[src/rtl/regfl_pkg.sv]
// Shared types and defaults for the streaming register file.
// Default entry width / depth and the fill-state encoding live here.
package regfl_pkg;

    localparam int REGFL_W_DEFAULT     = 64;
    localparam int REGFL_DEPTH_DEFAULT = 8;

    // Plain-vector state type so the encoding stays stable for older tooling.
    typedef logic [1:0] regfl_state_t;

    localparam regfl_state_t EMPTY = 2'd0;
    localparam regfl_state_t FILL  = 2'd1;
    localparam regfl_state_t FULL  = 2'd2;

endpackage

[src/rtl/regfl_entry.sv]
// One W-bit storage word with load, per-byte enable and asynchronous clear.
module regfl_entry #(
    parameter int W = 64
) (
    input  logic           clk,
    input  logic           rst_b,
    input  logic           load_i,
    input  logic [W/8-1:0] be_i,
    input  logic [W-1:0]   d_i,
    output logic [W-1:0]   q_o
);

    localparam int NB = W / 8;

    logic [W-1:0] word_q;

    always_ff @(posedge clk or negedge rst_b) begin
        if (!rst_b) begin
            word_q <= '0;
        end else if (load_i) begin
            for (int b = 0; b < NB; b++) begin
                if (be_i[b]) begin
                    word_q[b*8 +: 8] <= d_i[b*8 +: 8];
                end
            end
        end
    end

    assign q_o = word_q;

endmodule

[src/rtl/regfl_stream.sv]
// Register file filled sequentially from a valid/ready stream, with a random-access
// write port on the side. Define REGFL_STREAM_WSTRB_EN to add byte strobes to random writes.
module regfl_stream
    import regfl_pkg::*;
#(
    parameter int  W     = REGFL_W_DEFAULT,
    parameter int  DEPTH = REGFL_DEPTH_DEFAULT,
    localparam int AW    = $clog2(DEPTH)
) (
    input  logic               clk,
    input  logic               rst_b,
    input  logic               clr,
    input  logic               we,
    input  logic [AW-1:0]      idx,
    input  logic [W-1:0]       d,
`ifdef REGFL_STREAM_WSTRB_EN
    input  logic [W/8-1:0]     wstrb,
`endif
    input  logic               s_valid,
    output logic               s_ready,
    input  logic [W-1:0]       s_data,
    output logic [AW:0]        cnt,
    output logic               full,
    output logic               done,
    output logic [DEPTH*W-1:0] q
);

    localparam int          NB       = W / 8;
    localparam logic [AW:0] CNT_LAST = (AW+1)'(DEPTH - 1);

    regfl_state_t  state_q, state_d;
    logic [AW:0]   cnt_q, cnt_d;
    logic          done_q, done_d;

    logic          hs;
    logic [AW-1:0] wr_ptr;
    logic [NB-1:0] rnd_be;

    assign s_ready = (state_q != FULL) && !clr;
    assign hs      = s_valid && s_ready;
    assign wr_ptr  = cnt_q[AW-1:0];

`ifdef REGFL_STREAM_WSTRB_EN
    assign rnd_be = wstrb;
`else
    assign rnd_be = '1;
`endif

    // clr wins over a same-cycle handshake; the stored words are left untouched.
    always_comb begin
        state_d = state_q;
        cnt_d   = cnt_q;
        done_d  = 1'b0;
        if (clr) begin
            state_d = EMPTY;
            cnt_d   = '0;
        end else if (hs) begin
            cnt_d = cnt_q + (AW+1)'(1);
            if (cnt_q == CNT_LAST) begin
                state_d = FULL;
                done_d  = 1'b1;
            end else begin
                state_d = FILL;
            end
        end
    end

    always_ff @(posedge clk or negedge rst_b) begin
        if (!rst_b) begin
            state_q <= EMPTY;
            cnt_q   <= '0;
            done_q  <= 1'b0;
        end else begin
            state_q <= state_d;
            cnt_q   <= cnt_d;
            done_q  <= done_d;
        end
    end

    assign cnt  = cnt_q;
    assign full = (state_q == FULL);
    assign done = done_q;

    // Stream write takes the whole word and overrides a random write to the same slot.
    generate
        for (genvar gi = 0; gi < DEPTH; gi++) begin : g_entry
            logic          s_hit;
            logic          r_hit;
            logic          load;
            logic [NB-1:0] be;
            logic [W-1:0]  wdata;
            logic [W-1:0]  ent_q;

            assign s_hit = hs && (wr_ptr == AW'(gi));
            assign r_hit = we && (idx == AW'(gi));
            assign load  = s_hit || r_hit;
            assign be    = s_hit ? {NB{1'b1}} : rnd_be;
            assign wdata = s_hit ? s_data : d;

            regfl_entry #(
                .W (W)
            ) u_entry (
                .clk    (clk),
                .rst_b  (rst_b),
                .load_i (load),
                .be_i   (be),
                .d_i    (wdata),
                .q_o    (ent_q)
            );

            assign q[(DEPTH-1-gi)*W +: W] = ent_q;
        end
    endgenerate

endmodule

[config.mk]
export PLATFORM = sky130hd
export DESIGN_NAME = regfl_stream
export DESIGN_NICKNAME = d
export VERILOG_FILES = /design/src/rtl/regfl_pkg.sv /design/src/rtl/regfl_entry.sv /design/src/rtl/regfl_stream.sv
export SDC_FILE = /design/constraint.sdc
export NUM_CORES = 1
export LEC_CHECK = 0
export CAP_MARGIN = 30
export CORE_ASPECT_RATIO = 1.5
export CORE_MARGIN = 10
export CORE_UTILIZATION = 45
export DETAILED_ROUTE_END_ITERATION = 8
export GPL_TIMING_DRIVEN = 0
export PLACE_DENSITY = 0.73
export SLEW_MARGIN = 15
export SYNTH_ARGS = -nofsm -noshare
export SYNTH_HDL_FRONTEND = slang
export SYNTH_HIERARCHICAL = 1
export SYNTH_SLANG_ARGS = --single-unit
[constraint.sdc]
create_clock -name clk -period 4.1 [get_ports clk]
set_input_delay 0.41 -clock clk [delete_from_list [all_inputs] [get_ports clk]]
set_output_delay 0.41 -clock clk [all_outputs]
set_load 0.03 [all_outputs]
==> out/metrics.yaml <==
postSynthAreaPerCell_um2: 15.1
path_clk_slew_ns: 0.06
numCtsBuffers: 52
synthSimpleGateAreaFrac_pct: 2.29
holdBufCountCts: 1
core_um2: 57700
grt_pass1_vias: 19625
grt_pass1_wl_um: 139000
routed_wl_um: 95900
finalNetCount: 2650
synthMuxAreaShare_pct: 45.0
synth_top_family_by_area: "multiplexers"
rows: 108
crit_chain: "ha_1 > ha_1 > nand2_1 > nor3_1 > buf_2 > buf_4 > o21bai_1 > buf_6 > nand2_2 > mux2_2"
h-tree-depth: 2
hold_viol_final: 0
fp.dieArea_um2: 68300
worstHoldPathType: "input pin to flop"
critPathMostFrequentCell: "ha_1"
multi_input_area_um2: 12700
ys_warn_count: 6
cts-resized-gates: 0
setup_viol: 0
cts_setup_buffers: 0
vias: 17900
cp.arrival_ns: 3.46
clockBufferDepth: 3
cts_root_buf: "clkbuf_16"
run_status: "complete, no violations"
end_kind: "flop"
cap_violations: 0
fp.dieW_um: 217
startpoint_type: "flop"
routed_via_density: 5.39
grt_max_degree: 101
worstMarginPinSlew_ns: 0.674
critPathMaxFanout: 10
ys_types: 34
syn_inst: 1733
clkLatencyLatePin_ns: 0.59
cts_tree: "done"
seq_area_um2: 13000
fin_worst_skew_ns: 0.0119
crit_family: "buffers and inverters"
gp_congestion: 0.851
io_buffers: 652
synth_seq_cells: 519
path_class: "flop to flop"
ant_nets: 0
synth-adder-area-share_pct: 0.288
p_per_area_nw_per_um2: 583
ys_top_cells_by_area: "dfrtp_1 (50%), mux2_2 (39%), mux2_1 (3.0%), mux2_4 (2.8%), nand2_2 (1.5%)"
slew_viol_final: 0
avgRoutedWirePerCell_um: 28.9
ir_drop_mv: 0.475
drive_gt1_share_pct: 46.5
die_y_um: 315
syn2layout_area_growth_pct: 37.1
grt-ovfl-total: 0
relSlewSlack_pct: 54.9
syn_area_um2: 26100
antenna_found_initial: 8
synth-async-reset-ratio_pct: 100
synthFlopType: "dfrtp_1"
drt_iter0_drc: 1022
leakagePower_nw: 15.2
first_pass_iters: 5
fillers: 4593
synth_xor_area_share_pct: 0
synth_edf_count: 0
period_minus_slack_ns: 2.99
critPathMaxStageDelay_ns: 0.47
fmax_mhz: 335
period_share_pct: 72.9
critPathBufInv: 3
setup_tns_ns: 0
drc_errors: 0
synth_compound_area_share_pct: 0.302
start_util_pct: 45.2
grt_use_total_pct: 27.4
synth_top_area_share_pct: 49.7
worst_hold_slack_ns: 0.140
clock-sinks: 519
dpl.hpwl_um: 72600
cp.required_ns: 4.57
rsz0062_at_grt: "no"
slowest_stage: "buf_2"
synth_area_leader_cell: "dfrtp_1"
io_pins: 655
ys_seq_area_share_pct: 49.7
-- where the power goes --
part / total, mW / internal, mW / switching (mW)
clock network: 5.01 / 2.95 / 2.06
logic: 8.48 / 3.68 / 4.81
registers: 7.37 / 6.50 / 0.866
-- cells in the final DEF (no fill, tap or decap), types with 4 or more instances in the layout --
cell / count
clkbuf_8: 15
o21ai_0: 4
dfrtp_1: 519
mux2_1: 70
nand2_2: 64
buf_4: 23
clkbuf_1: 8
buf_2: 10
nand2b_1: 5
bufinv_16: 5
nor3_1: 4
ha_1: 6
conb_1: 64
diode_2: 8
mux2_4: 49
clkdlybuf4s50_1: 651
nand2_1: 7
clkinv_2: 7
clkbuf_16: 53
buf_6: 34
mux2_2: 906
buf_16: 5
-- registers in the layout (all words and copies together) (netlist names) --
| register | flops |
|---|---|
| g_entry.u_entry/q_o | 512 |
| cnt | 4 |
| state_q | 2 |
| done | 1 |
-- stage by stage --
| step | util, % | cell area [um^2] | power, mW | cells | worst slack, ns |
|---|---|---|---|---|---|
| 2_1_floorplan | - | 26300 | 11.6 | 1796 | 1.71 |
| 3_3_place_gp | 58.6 | 33800 | 15.8 | 3218 | -20.56 |
| 3_5_place_dp | 58.9 | 34000 | 16.0 | 3223 | 1.10 |
| 4_1_cts | 62.0 | 35800 | 21.0 | 3316 | 1.08 |
| 5_1_grt | 62.0 | 35800 | 21.6 | 3323 | 0.894 |
| 6_report | 62.0 | 35800 | 20.9 | 3324 | 1.11 |
-- cell type report --
class                   count  share of cell area (%)
well taps                 770                    2.69
plain buffers              67                    1.69
multi-input cells        1206                    35.6
clock inverters            16                   0.612
clock buffers              76                    4.37
inverters                   4                  0.0420
repair buffers            658                    18.7
diodes                      8                  0.0559
flip-flops and latches    519                    36.3
-- worst paths after layout --
check,startpoint,slack [ns],to,depth (start not counted)
max in group asynchronous,rst_b,2.32,g_entry[1].u_entry/q_o[17]$_DFFE_PN0P_,4
worst min register to register,g_entry[1].u_entry/q_o[5]$_DFFE_PN0P_,0.50,g_entry[1].u_entry/q_o[5]$_DFFE_PN0P_,1
worst max register to register,cnt[0]$_DFFE_PN0P_,1.11,g_entry[3].u_entry/q_o[45]$_DFFE_PN0P_,10
min in group asynchronous,rst_b,0.35,g_entry[6].u_entry/q_o[51]$_DFFE_PN0P_,2
worst max-delay path,cnt[0]$_DFFE_PN0P_,1.11,g_entry[3].u_entry/q_o[45]$_DFFE_PN0P_,10
worst min-delay path,clr,0.14,cnt[0]$_DFFE_PN0P_,2
-- synthesized netlist by cell type, types with 2 or more instances --
| master | n |
|---|---|
| buf_2 | 10 |
| buf_4 | 23 |
| buf_6 | 34 |
| dfrtp_1 | 519 |
| ha_1 | 6 |
| inv_1 | 3 |
| mux2_1 | 70 |
| mux2_2 | 906 |
| mux2_4 | 49 |
| mux2i_1 | 2 |
| nand2_1 | 7 |
| nand2_2 | 64 |
| nand2b_1 | 5 |
| nand3_1 | 3 |
| nand4_1 | 3 |
| nor2_1 | 3 |
| nor3_1 | 4 |
| o21ai_0 | 4 |
| o21bai_1 | 3 |
-- cell families after synthesis --
kind of cell    count (synthesis)
compound gates                 12
fa+ha+maj                       6
buf+inv                        71
flops                         519
mux                          1027
other cells                     1
simple gates                   97
-- metal layers --
metal	part of all wire (%)	wire length (um)	track usage, %	vias up
met5	0	0	0	-
met4	4.7	4510	12.1	0
met2	51	49100	48.3	593
met1	37	35200	30.0	9296
li1	-	-	-	7856
met3	7.5	7160	8.12	155
No activity file was read; power rests on OpenSTA's default activity.
